File: config.mk
export PLATFORM = sky130hd
export DESIGN_NAME = arith_logic_sequencer
export DESIGN_NICKNAME = d
export VERILOG_FILES = /design/src/rtl/arith_logic_pkg.sv /design/src/rtl/arith_logic_iter_unit.sv /design/src/rtl/arith_logic_sequencer.sv
export SDC_FILE = /design/constraint.sdc
export NUM_CORES = 1
export LEC_CHECK = 0
export CAP_MARGIN = 0
export CORE_MARGIN = 2
export CORE_UTILIZATION = 49
export CTS_BUF_LIST = sky130_fd_sc_hd__clkbuf_8 sky130_fd_sc_hd__clkbuf_16
export CTS_CLUSTER_SIZE = 8
export DETAILED_ROUTE_END_ITERATION = 16
export GPL_TIMING_DRIVEN = 0
export MAX_ROUTING_LAYER = met4
export PLACE_DENSITY = 0.69
export SKIP_CTS_REPAIR_TIMING = 1
export SYNTH_ARGS = -nofsm -noshare
export SYNTH_HDL_FRONTEND = slang
export SYNTH_SLANG_ARGS = --single-unit
File: constraint.sdc
create_clock -name clk -period 6.45 [get_ports clk]
set_clock_uncertainty 0.1 [all_clocks]
set_input_delay 0.9675 -clock clk [delete_from_list [all_inputs] [get_ports clk]]
set_output_delay 0.9675 -clock clk [all_outputs]
set_load 0.01 [all_outputs]
File: src/rtl/arith_logic_pkg.sv
// Shared types for the arith/logic datapath: request/result layouts, sequencer states
// and the small combinational helpers used by the single-cycle operations.
package arith_logic_pkg;

    typedef enum logic [1:0] {ARITH_ADD, ARITH_SUB, ARITH_MUL, ARITH_DIV} arithmetic_op_e;
    typedef enum logic [1:0] {NAND_OP, NOR_OP, NOT_OP, XOR_OP} logical_op_e;

    typedef struct packed {
        arithmetic_op_e arithmetic_op;
        logical_op_e    logical_op;
        logic [7:0]     data1;
        logic [7:0]     data2;
    } arith_logic_info;

    typedef struct packed {
        logic [7:0] remainder;
        logic [7:0] quotient;
    } div_result_t;

    typedef union packed {
        logic [15:0] result;
        div_result_t div;
    } arith_logic_result;

    typedef enum logic [1:0] {SEQ_IDLE, SEQ_EXEC, SEQ_ITER, SEQ_DONE} seq_state_e;

    localparam int ITER_CNT   = 8;
    localparam int ITER_CNT_W = 3;

    // 9-bit sum of two zero-extended bytes, widened to the result width.
    function automatic logic [15:0] addition(input logic [7:0] a, input logic [7:0] b);
        logic [8:0] sum;
        sum = {1'b0, a} + {1'b0, b};
        return {7'b0, sum};
    endfunction

    function automatic logic [15:0] subtraction(input logic [7:0] a, input logic [7:0] b);
        return {8'b0, a} - {8'b0, b};
    endfunction

    function automatic logic [7:0] logic_eval(input logical_op_e op, input logic [7:0] a,
                                              input logic [7:0] b);
        logic [7:0] r;
        case (op)
            NAND_OP: r = ~(a & b);
            NOR_OP:  r = ~(a | b);
            NOT_OP:  r = ~a;
            default: r = a ^ b;
        endcase
        return r;
    endfunction

endpackage

File: src/rtl/arith_logic_iter_unit.sv
// Eight-step shift-add multiplier / restoring divider. The first step runs in the
// start cycle straight from the inputs, so eight consecutive cycles yield the result.
module arith_logic_iter_unit
    import arith_logic_pkg::*;
(
    input  logic        clk,
    input  logic        rst_n,
    input  logic        start,
    input  logic        is_div,
    input  logic [7:0]  a,
    input  logic [7:0]  b,
    output logic        done,
    output logic [15:0] res
);

    logic [15:0]           acc_q, acc_d;
    logic [ITER_CNT_W-1:0] step_q, step_d;
    logic                  busy_q, busy_d;

    logic                  active;
    logic [ITER_CNT_W-1:0] step_idx;
    logic [15:0]           acc_base;
    logic [15:0]           mul_next;
    logic [8:0]            shifted;
    logic [7:0]            rem_next;
    logic [7:0]            quot_next;

    // a and b are held stable by the sequencer for the whole run, so only the
    // accumulator and step index need to live here.
    always_comb begin
        active   = start || busy_q;
        step_idx = start ? '0 : step_q;
        acc_base = start ? '0 : acc_q;

        mul_next = acc_base + (b[step_idx] ? ({8'b0, a} << step_idx) : 16'h0000);

        shifted = {acc_base[15:8], a[3'd7 - step_idx]};
        if (shifted >= {1'b0, b}) begin
            rem_next  = 8'(shifted - {1'b0, b});
            quot_next = {acc_base[6:0], 1'b1};
        end else begin
            rem_next  = shifted[7:0];
            quot_next = {acc_base[6:0], 1'b0};
        end

        acc_d  = acc_q;
        step_d = '0;
        busy_d = busy_q;
        if (active) begin
            acc_d  = is_div ? {rem_next, quot_next} : mul_next;
            step_d = step_idx + 1'b1;
            busy_d = (step_idx != ITER_CNT_W'(ITER_CNT - 1));
        end
    end

    always_ff @(posedge clk or negedge rst_n) begin
        if (!rst_n) begin
            acc_q  <= '0;
            step_q <= '0;
            busy_q <= 1'b0;
        end else begin
            acc_q  <= acc_d;
            step_q <= step_d;
            busy_q <= busy_d;
        end
    end

    assign done = active && (step_idx == ITER_CNT_W'(ITER_CNT - 1));
    assign res  = acc_d;

endmodule

File: src/rtl/arith_logic_sequencer.sv
// One-op-in-flight command sequencer for the arith/logic datapath.
// Optional statistics outputs op_count/div0_count are built with ARITH_LOGIC_SEQ_STATS_EN.
module arith_logic_sequencer
    import arith_logic_pkg::*;
#(
    parameter bit          FAST_MUL = 1'b0,
    parameter logic [15:0] DIV0_VAL = 16'hFFFF
) (
    input  logic        clk,
    input  logic        rst_n,
    input  logic        req_valid,
    output logic        req_ready,
    input  logic        req_is_logic,
    input  logic [19:0] req_info,
    output logic        rsp_valid,
    input  logic        rsp_ready,
    output logic [15:0] rsp_result,
    output logic        rsp_div0
`ifdef ARITH_LOGIC_SEQ_STATS_EN
    ,
    output logic [15:0] op_count,
    output logic [7:0]  div0_count
`endif
);

    seq_state_e            state_q, state_d;
    arith_logic_info       info_q;
    logic                  is_logic_q;
    logic [15:0]           result_q;
    logic                  div0_q;
    logic [ITER_CNT_W-1:0] cnt_q;

    arith_logic_result     exec_res;
    logic                  exec_div0;
    logic                  needs_iter;
    logic                  iter_start;
    logic                  iter_done;
    logic [15:0]           iter_res;

    // Single-cycle results; mul (slow build) and non-zero div are handed to the iter unit.
    always_comb begin
        exec_res   = '0;
        exec_div0  = 1'b0;
        needs_iter = 1'b0;
        if (is_logic_q) begin
            exec_res.result = {8'h00, logic_eval(info_q.logical_op, info_q.data1, info_q.data2)};
        end else begin
            case (info_q.arithmetic_op)
                ARITH_ADD: exec_res.result = addition(info_q.data1, info_q.data2);
                ARITH_SUB: exec_res.result = subtraction(info_q.data1, info_q.data2);
                ARITH_MUL: begin
                    if (FAST_MUL) exec_res.result = {8'h00, info_q.data1} * {8'h00, info_q.data2};
                    else          needs_iter = 1'b1;
                end
                default: begin
                    if (info_q.data2 == 8'h00) begin
                        exec_res.result = DIV0_VAL;
                        exec_div0       = 1'b1;
                    end else begin
                        needs_iter = 1'b1;
                    end
                end
            endcase
        end
    end

    always_ff @(posedge clk or negedge rst_n) begin
        if (!rst_n) state_q <= SEQ_IDLE;
        else        state_q <= state_d;
    end

    always_comb begin
        state_d = state_q;
        case (state_q)
            SEQ_IDLE: if (req_valid) state_d = SEQ_EXEC;
            SEQ_EXEC: state_d = needs_iter ? SEQ_ITER : SEQ_DONE;
            SEQ_ITER: if (iter_done) state_d = SEQ_DONE;
            SEQ_DONE: if (rsp_ready) state_d = SEQ_IDLE;
            default:  state_d = SEQ_IDLE;
        endcase
    end

    // req_ready is gated by rst_n so it reads 0 for as long as reset is held.
    always_comb begin
        req_ready  = rst_n && (state_q == SEQ_IDLE);
        rsp_valid  = (state_q == SEQ_DONE);
        iter_start = (state_q == SEQ_ITER) && (cnt_q == '0);
    end

    always_ff @(posedge clk or negedge rst_n) begin
        if (!rst_n) begin
            info_q     <= '0;
            is_logic_q <= 1'b0;
            result_q   <= '0;
            div0_q     <= 1'b0;
            cnt_q      <= '0;
        end else begin
            if (state_q == SEQ_IDLE && req_valid) begin
                info_q     <= arith_logic_info'(req_info);
                is_logic_q <= req_is_logic;
            end
            if (state_q == SEQ_EXEC) begin
                div0_q <= exec_div0;
                if (!needs_iter) result_q <= exec_res.result;
            end
            if (state_q == SEQ_ITER && iter_done) result_q <= iter_res;
            cnt_q <= (state_q == SEQ_ITER) ? cnt_q + 1'b1 : '0;
        end
    end

    arith_logic_iter_unit u_iter (
        .clk    (clk),
        .rst_n  (rst_n),
        .start  (iter_start),
        .is_div (info_q.arithmetic_op == ARITH_DIV),
        .a      (info_q.data1),
        .b      (info_q.data2),
        .done   (iter_done),
        .res    (iter_res)
    );

    assign rsp_result = result_q;
    assign rsp_div0   = div0_q;

`ifdef ARITH_LOGIC_SEQ_STATS_EN
    logic [15:0] op_count_q;
    logic [7:0]  div0_count_q;

    always_ff @(posedge clk or negedge rst_n) begin
        if (!rst_n) begin
            op_count_q   <= '0;
            div0_count_q <= '0;
        end else if (state_q == SEQ_DONE && rsp_ready) begin
            if (op_count_q != '1) op_count_q <= op_count_q + 1'b1;
            if (div0_q && div0_count_q != '1) div0_count_q <= div0_count_q + 1'b1;
        end
    end

    assign op_count   = op_count_q;
    assign div0_count = div0_count_q;
`endif

endmodule

==> impl_metrics.csv <==
group,metric,value,unit
floorplan,core.rowCount,39,
routing,ant_nets,0,
synthesis,syn_area_per_cell,8.50,sq um
sta,finalMaxSlewViolations,0,
routing,wl_met1,8.48,mm
clock_tree,htree_levels,3,
synthesis,syn_inst,672,
clock_tree,cts.path.max_buffers,2,
floorplan,die-width,112,um
routing,maxUsedRoutingLayer,"met4",
global_routing,grt_first_pass_wirelength,29.5,mm
layout,fillers,1068,
setup_path,crit_type,"reg -> reg",
sta,fin_tns_setup,0,ns
routing,post-route-drc-count,0,
setup_path,worstPathRequired,6.54,ns
floorplan,die_height,112,um
setup_path,start_kind,"flop",
floorplan,io_pins,44,
synthesis,ys.warnings.count,0,
synthesis,synth_cell_types,73,
outcome,status,"finished clean",
clock_tree,cts_root_buf,"clkbuf_16",
routing,vias,5373,
clock_tree,clk_pin_slew,0.05,ns
sta,tightest_slew,0.982,ns
global_routing,gr-total-overflow,0,
synthesis,synthFlopType,"dfrtp_1",
layout,multi_input_area,0.00383,sq mm
setup_path,worst-path-max-fanout,10,
routing,vias_per_cell,6.15,
sta,rsz0062_at_grt,"false",
placed_design,hpwl,14.3,mm
routing,route.final.wire_length,18.6,mm
floorplan,die_area,0.0125,sq mm
global_routing,grt_max_degree,65,
synthesis,yosysTopAreaCell,"dfrtp_1",
sta,slew_headroom,0.342,
layout,seqCellArea,0.00158,sq mm
synthesis,synth_common_cells,"nand2_1 (67), dfrtp_1 (63), nor2_1 (56), ha_1 (55), o21ai_0 (48)",
global_routing,grtUsageTotal,0.316,
layout,insertedDiodeCount,0,
sta,period_share,0.788,
global_routing,grt_pass1_vias,5135,
flow_run,max_cap_violations,0,
layout,drive_above_1_share,0.0986,
clock_tree,clock-sinks,63,
sta,hold_viol_final,0,
clock_tree,clkLatencyLatePin,0.35,ns
layout,finalNetCount,810,
routing,drt_iter0_drc,628,
setup_path,arrival,5.17,ns
clock_tree,numCtsBuffers,9,
synthesis,async_reset_ff_frac,1.00,
synthesis,yosysTopAreaCellShare,0.276,
global_routing,antenna_found_initial,0,
routing,drtPass1Iterations,5,
floorplan,fp.coreArea,0.0114,sq mm
synthesis,synthTopCellsByArea,"dfrtp_1 (28%), ha_1 (12%), mux2_2 (4.5%), nand2_1 (4.4%), o21ai_0 (4.2%)",
synthesis,syn-cell-area,0.00571,sq mm
placed_design,portBuffers,43,
synthesis,syn_nets,756,
setup_path,r2r.worst_path.cells,18,
placed_design,routabilityCongestion,1.00,
sta,setup_viol,0,
synthesis,ys_seq_elements,63,
routing,wl_per_cell,21.3,um
floorplan,initial_core_util,0.500,
synthesis,synth_edf_count,0,
worst_hold_path,min_path_type,"reg -> reg",
setup_path,worstSetupEndpointType,"flop",
layout,area_growth,15.6,%
synthesis,seq_area_frac_synth,0.276,
routing,met3_length,1.40,mm
sta,timing.final.crit_period,5.08,ns
synthesis,synthMostInstantiatedCell,"nand2_1",
routing,dr_wl_met2,8.04,mm
worst_hold_path,hold_path_depth,2,
sta,fmax,0.197,GHz
clock_tree,cts_tree,"yes",
registers in the layout, summed over array words and instances (netlist names):
signal and flops:
state_q 2, u_iter.acc_q 16, is_logic_q 1, info_q 20
rsp_result 16, u_iter.busy_q 1, rsp_div0 1, u_iter.step_q 3
cnt_q 3
area by class of cell:
cell class / instances / area share
buffer: 32 / 0.0229
clock buffer: 12 / 0.0404
clock inverter: 3 / 0.00265
inverter: 41 / 0.0233
multi-input combinational: 536 / 0.580
sequential: 63 / 0.239
tap: 143 / 0.0271
timing repair buffer: 43 / 0.0648
worst max-delay path, stage by stage (launching register included):
cell	delay, ns
dfrtp_1	0.42
inv_1	0.12
ha_1	0.15
buf_4	0.18
nand3b_4	0.10
buf_4	0.20
clkbuf_1	0.33
nand3_1	0.20
o21ai_0	0.11
a221oi_1	0.54
nor2_1	0.16
ha_1	0.30
a211oi_1	0.35
o211ai_1	0.18
a311oi_1	0.51
o31ai_1	0.16
xor2_1	0.16
o22ai_1	0.46
a22oi_1	0.19
through the flow:
step / cell area (sq um) / utilization / std cells / setup slack [ns] / hold WS (ns)
finish: 6600 / 0.578 / 873 / 1.37 / 0.360
global route: 6600 / 0.578 / 873 / 1.14 / 0.398
CTS: 6600 / 0.578 / 873 / 1.55 / 0.361
detailed placement: 6320 / 0.553 / 858 / 1.62 / 0.349
global placement: 6320 / 0.554 / 858 / 0.898 / 0.348
floorplan: 5710 / - / 672 / 2.54 / 0.330
placed cells by master, fill, tap and decap left out, types with 6 or more instances in the layout:
cell type	Yosys	routed
xor2_1	11	11
clkbuf_1	21	21
nand3_1	17	17
mux2i_1	9	9
inv_1	40	40
mux2_2	23	23
dfrtp_1	63	63
or3_1	6	6
nand4_1	6	6
o211ai_1	15	15
o21ai_0	48	48
mux4_2	6	6
a211oi_1	10	10
a21oi_1	46	46
nand2b_1	9	9
nor3_1	13	13
and2_1	20	20
ha_1	55	55
a22oi_1	6	6
xnor2_1	11	11
nor2b_1	6	6
clkbuf_16	0	9
a31oi_1	11	11
clkdlybuf4s50_1	0	42
a21o_1	9	9
nand2_1	67	67
nor2_1	56	56
metal layers:
metal,vias to the layer above,GRT usage
li1,2533,-
met4,0,0.125
met5,-,-
met2,218,0.453
met1,2578,0.434
met3,44,0.0735
logic make-up (layout without fill, tap and decap cells):
kind of cell    count (synthesis)  after routing  synth area share
xor+xnor                       22             22            0.0337
compound gates                198            198             0.225
fa+ha+maj                      59             59             0.134
simple gates                  218            218             0.190
mux                            39             39            0.0874
flops                          63             63             0.276
buf+inv                        73            131            0.0534
final timing paths:
check / startpoint / to / slack (ns)
worst max-delay path: state_q[0] / rsp_result[13] / 1.37
worst min-delay path: u_iter.acc_q[7] / u_iter.acc_q[7] / 0.36
worst max register to register: state_q[0] / rsp_result[13] / 1.37
worst min register to register: u_iter.acc_q[7] / u_iter.acc_q[7] / 0.36
max in group asynchronous: rst_n / info_q[19] / 5.06
min in group asynchronous: rst_n / u_iter.acc_q[13] / 0.63
Power is not shown: default switching activity piles up to over one toggle a cycle in this logic, so the estimate is an artifact.
